### config.mk
export PLATFORM = sky130hd
export DESIGN_NAME = mux16_rr_scheduler
export DESIGN_NICKNAME = d
export VERILOG_FILES = /design/src/rtl/mux16_rr_scheduler.sv
export SDC_FILE = /design/constraint.sdc
export NUM_CORES = 1
export LEC_CHECK = 0
export ABC_AREA = 1
export CORE_MARGIN = 3
export CORE_UTILIZATION = 50
export DETAILED_ROUTE_END_ITERATION = 12
export GPL_TIMING_DRIVEN = 0
export HOLD_SLACK_MARGIN = 0.06
export PLACE_DENSITY = 0.71
export SYNTH_ARGS = -nofsm -noshare
export SYNTH_HDL_FRONTEND = slang
export SYNTH_SLANG_ARGS = --single-unit
### constraint.sdc
create_clock -name clk -period 4.2 [get_ports clk]
set_clock_uncertainty 0.1 [all_clocks]
set_input_delay 0.42 -clock clk [delete_from_list [all_inputs] [get_ports clk]]
set_output_delay 0.42 -clock clk [all_outputs]
set_load 0.05 [all_outputs]
### src/rtl/mux16_rr_scheduler.sv
// Round-robin owner of a shared 16-to-1 mux: picks one requester, drives the mux select
// and a one-hot grant, and holds ownership until done, withdrawal or the hold limit.
module mux16_rr_scheduler #(
    parameter int MAX_HOLD = 4
) (
    input  logic        clk,
    input  logic        rst_n,
    input  logic [0:15] req,
    input  logic        done,
    output logic [0:3]  sel,
    output logic [0:15] grant,
    output logic        valid
);

    typedef enum logic {
        S_IDLE,
        S_BUSY
    } state_t;

    state_t      r_state;
    logic [3:0]  r_sel;
    logic [3:0]  r_ptr;
    logic [3:0]  r_hold;
    logic [0:15] r_grant;
    logic        r_valid;

    logic [3:0]  w_start;
    logic [3:0]  w_win;
    logic        w_found;
    logic        w_release;
    logic [0:15] w_dec;

    // On a release the search starts at sel+1, so the releasing index is visited last:
    // it can only win when nobody else is requesting, which is exactly the exclusion rule.
    always_comb begin
        logic [3:0] idx;
        w_start = (r_state == S_BUSY) ? r_sel + 4'd1 : r_ptr;
        w_found = 1'b0;
        w_win   = 4'd0;
        idx     = 4'd0;
        for (int k = 15; k >= 0; k--) begin
            idx = w_start + 4'(k);
            if (req[idx]) begin
                w_found = 1'b1;
                w_win   = idx;
            end
        end
    end

    assign w_release = done || !req[r_sel] || (r_hold == 4'(MAX_HOLD - 1));

    generate
        for (genvar gi = 0; gi < 16; gi++) begin : g_dec
            assign w_dec[gi] = (w_win == 4'(gi));
        end
    endgenerate

    always_ff @(posedge clk or negedge rst_n) begin
        if (!rst_n) begin
            r_state <= S_IDLE;
            r_sel   <= 4'd0;
            r_ptr   <= 4'd0;
            r_hold  <= 4'd0;
            r_grant <= 16'd0;
            r_valid <= 1'b0;
        end else if (r_state == S_IDLE) begin
            if (w_found) begin
                r_state <= S_BUSY;
                r_sel   <= w_win;
                r_grant <= w_dec;
                r_valid <= 1'b1;
                r_hold  <= 4'd0;
            end
        end else begin
            if (w_release) begin
                r_ptr  <= r_sel + 4'd1;
                r_hold <= 4'd0;
                if (w_found) begin
                    r_sel   <= w_win;
                    r_grant <= w_dec;
                end else begin
                    r_state <= S_IDLE;
                    r_grant <= 16'd0;
                    r_valid <= 1'b0;
                end
            end else begin
                r_hold <= r_hold + 4'd1;
            end
        end
    end

    assign sel   = r_sel;
    assign grant = r_grant;
    assign valid = r_valid;

endmodule

# == Word-level counts from Yosys, hierarchy flattened ==
# Index checks and enable logic that the tools add are counted.
# W data, S select, Z words.
# word_totals
ff_bits,30
inputBits,19
# classes
addsub,17
n_lt_le_gt_ge,17
n_eq_ne,18
n_mux,101
bitwise_logic,17
n_reduce_logical,8
# ops
cell,n
$mux W4,23
$ge A5 B5 Y1 const B,17
$not A4 Y5,17
$bmux W1 S4,17
$mux W16,4
$mux W1,57
$add A4 B4 Y4 const B,8
$eq A4 B4 Y1 const B,8
$add A4 B3 Y4 const B,4
$eq A4 B3 Y1 const B,4
$add A4 B1 Y4 const B,3
$eq A4 B2 Y1 const B,3
$add A4 B2 Y4 const B,2
$eq A4 B1 Y1 const B,1
$logic_not A4 Y1,1
$reduce_and A2 Y1,2
$reduce_and A3 Y1,1
$logic_or A1 B1 Y1,2
$ne A2 B1 Y1 const B,1
$ne A2 B2 Y1 const B,1
$reduce_bool A2 Y1,1
$logic_not A1 Y1,1

# == Logic depth before layout (Yosys ltp) ==
# depth
depth_word,27
mapped_depth,35
mapped_depth_nobuf,34

# == Worst setup path after synthesis ==
# OpenSTA, ideal clock, no wires.
# synth_path
path_type,register to register
start,register r_sel[0] (netlist: sel[3])
end,register r_hold[3]
setup_time_ns,0.124
t_arrival_ns,3.918
required_ns,3.976
path_slack_ns,0.057
stages_incl_launch_ff,23
path_buffers,2
synth_period_minus_slack_ns,4.143
cell_sequence,dfrtp_1 -> ha_1 -> inv_1 -> nand2_1 -> o21ai_1 -> buf_2 -> ha_1 -> inv_1 -> clkbuf_1 -> nand3_1 -> nand3_1 -> o21ai_1 -> nand2_1 -> nand2_2 -> or4_1 -> nor4_2 -> nand2_1 -> inv_2 -> ha_1 -> inv_1 -> nand4_1 -> xor2_1 -> a21oi_1
# synth_via
elab_chain_len,24
word_cells_on_any_way,107
classes_between,add/sub: 16; mux: 70; bitwise: 17; reduce/logical: 4
# synth_rtl
item,line,rtl
from (decl),21,logic [3:0] r_sel;
from (signal assigned),69,r_sel <= w_win;
from (signal assigned),79,r_sel <= w_win;
$add A4 B1 Y4,37,w_start = (r_state == S_BUSY) ? r_sel + 4'd1 : r_ptr;
$mux W4,37,
$add A4 B4 Y4,42,idx = w_start + 4'(k);
$not A4 Y5 (not written as such),43,if (req[idx]) begin
$bmux W1 S4,43,
$mux W1 (not written as such) (2 in series),43,
$mux W1 (16 in series),43,
$reduce_bool A2 Y1 (no line),n/a,
to (signal assigned),87,r_hold <= r_hold + 4'd1;
to (decl),23,logic [3:0] r_hold;
# Several ways; a longest one is shown, not always the timed one. The select of a mux whose other input is x is not followed.
# A chain may end at the register's enable or synchronous reset.

# == Final worst setup path ==
# Same ends and word-level chain as after synthesis.

==> impl_metrics.env <==
export IMPL_yosysMostFrequentCell="nand2_1"
export IMPL_overflow=0
export IMPL_cts_tree="done"
export IMPL_grt_antenna_before_repair=0
export IMPL_place_inst=749
export IMPL_cts_buffers=5
export IMPL_yosys_top_cells_area="nand2_1 (27%), dfrtp_1 (21%), nand3_1 (15%)"
export IMPL_report_final_slew_viol_count=0
export IMPL_fp_coreArea_um2=6570
export IMPL_status="completed"
export IMPL_critPathLaunchType="flip-flop"
export IMPL_synth_top_area_share=0.275
export IMPL_fp_dieW_um=89.6
export IMPL_viasPerCell=5.55
export IMPL_io_pins=40
export IMPL_start_util=0.532
export IMPL_fin_crit_sh=0.977
export IMPL_slew_headroom=0.557
export IMPL_place_ws_ps=-724
export IMPL_drv_cap=0
export IMPL_die_h_um=89.6
export IMPL_ys_seq_elements=30
export IMPL_drc_errors=0
export IMPL_ys_flop_type="dfrtp_1"
export IMPL_ys_seq_area_frac=0.215
export IMPL_grt_pass1_wl_um=18000
export IMPL_track_usage=0.288
export IMPL_synth_cell_types=32
export IMPL_nets=702
export IMPL_ff2ff_path_depth=21
export IMPL_n_fill_cell=651
export IMPL_syn_num_nets=646
export IMPL_async_flop_share=1.00
export IMPL_antennaDiodeCount=0
export IMPL_fin_setup_tns_ps=0
export IMPL_root_buffer="clkbuf_8"
export IMPL_fin_area_um2=4320
export IMPL_dpl_hpwl_um=8470
export IMPL_cts_hold_buf=0
export IMPL_post_route_min_period_ps=4100
export IMPL_yosys_warnings=0
export IMPL_wl_um=11400
export IMPL_cp_end_kind="flip-flop"
export IMPL_wire_per_inst_um=14.8
export IMPL_gp_congestion=0.979
export IMPL_placed_area_um2=4000
export IMPL_dieArea_um2=8030
export IMPL_syn_inst=617
export IMPL_synth_area_um2=3500
export IMPL_drive_gt1_frac=0.136
export IMPL_grt_pass1_vias=3693
export IMPL_port_buffers=39
export IMPL_area_growth_syn_to_layout_pct=23.5
export IMPL_fmax_mhz=244
export IMPL_hold_violations=0
export IMPL_synth_edf_count=0
export IMPL_synthTopCellsByCount="nand2_1 (256), nand3_1 (108), inv_1 (63), a21oi_1 (40), dfrtp_1 (30)"
export IMPL_clock_sinks=30
export IMPL_rr_endpoint="r_hold[3]"
export IMPL_clkTransAtPathRegs_ps=70
export IMPL_grt_start_max_net_pins=31
export IMPL_arrival_ps=4170
export IMPL_clk_path_buf_depth=2
export IMPL_hold_path_class="input port to async pin"
export IMPL_worst_setup_path_type="flip-flop to flip-flop"
export IMPL_rows=29
export IMPL_yosys_area_top_type="nand2_1"
export IMPL_syn_area_per_cell_um2=5.67
export IMPL_reg2reg_slack_ps=100
export IMPL_cp_data_required_time_ps=4270
export IMPL_stdcell_count=767
export IMPL_ant_nets=0
export IMPL_vias=4259
export IMPL_setup_ws_ps=95.4
export IMPL_drtIter0Drc=476
export IMPL_first_pass_iters=6
export IMPL_critPathLaunch="sel[3]"
export IMPL_htree_levels=2
export IMPL_r2r_start="sel[3]"
export IMPL_clock_latency_ps=290
export IMPL_worstMarginPinSlew_ps=664
export IMPL_crit_path_max_fanout=12
export IMPL_setup_viol=0
[critical path, stage by stage (launching register included)]
cell and delay [ps]:
dfrtp_2 430, ha_1 230, inv_1 100, nand2_1 60
nand3_1 90, nand2_1 80, buf_2 220, ha_1 320
buf_2 200, inv_2 120, nand3_1 110, nand3_1 170
nand2_2 120, or4_4 540, nor4_4 240, nand2_2 140
inv_2 120, ha_2 190, inv_2 70, nand4_1 90
xor2_1 180, a21oi_1 60
[layout by cell type, fill, tap and decap left out, drive strengths merged]
cell,instances
nand2,270
nand3,112
inv,69
a21oi,42
clkdlybuf4s50,38
dfrtp,30
o21ai,26
buf,26
nor2,21
ha,10
clkbuf,7
a31oi,5
nand4,4
xor2,4
and2,2
clkinv,2
nor4,2
or4,1
nor3,1
a21boi,1
bufinv,1
[sequential cells by signal, indices dropped and copies added, names as in the netlist]
name / count
grant: 16
r_hold: 4
r_ptr: 4
sel: 4
r_state: 1
valid: 1
[cell families (layout without fill, tap and decap cells)]
| logic type | Yosys count | after routing | share of synthesized area |
|---|---|---|---|
| AO/OA/AOI/OAI | 74 | 74 | 0.115 |
| XOR/XNOR | 4 | 4 | 0.0122 |
| adder cells (fa/ha/maj) | 10 | 10 | 0.0358 |
| buffers and inverters | 86 | 143 | 0.105 |
| flip-flops | 30 | 30 | 0.215 |
| AND/OR/NAND/NOR | 413 | 413 | 0.518 |
[worst max-delay path by stage]
stage	end	slack, ps	cells past startpoint
4_1_cts	r_hold[3]	70	22
3_5_place_dp	r_hold[3]	-720	22
6_report	r_hold[3]	100	21
3_3_place_gp	r_hold[3]	-580	22
5_1_grt	r_hold[3]	-40	21
2_1_floorplan	r_hold[3]	60	22
[per-layer routing]
layer,part of all wire,track usage,wire (um),vias to the layer above
met4,0.020,0.0893,233,0
met5,0,0,0,-
met2,0.49,0.487,5520,186
met1,0.43,0.387,4860,1944
met3,0.067,0.0310,765,25
li1,-,-,-,2104
[cell type report]
cell class,count,area (um^2),area share
buffer,17,135,0.0313
clock buffer,5,68.8,0.0159
clock inverter,3,40.0,0.00927
inverter,69,259,0.0600
multi-input combinational,501,2470,0.573
sequential,30,752,0.174
tap,93,116,0.0269
timing repair buffer,49,473,0.110
[metrics by stage]
step                utilization  hold WS (ps)
floorplan                     -          24.4
global placement          0.610           365
detailed placement        0.610           364
CTS                       0.634           383
global route              0.657          91.6
finish                    0.657          62.0
[timing repair]
action / in CTS / in global routing
gates resized for setup: 9 / 32
pin swaps: 0 / 4
gates cloned: 0 / 1
setup endpoints to repair: 26 / 25
buffers inserted: 4 / 5
Power is not shown: default switching activity piles up to over one toggle a cycle in this logic, so the estimate is an artifact.
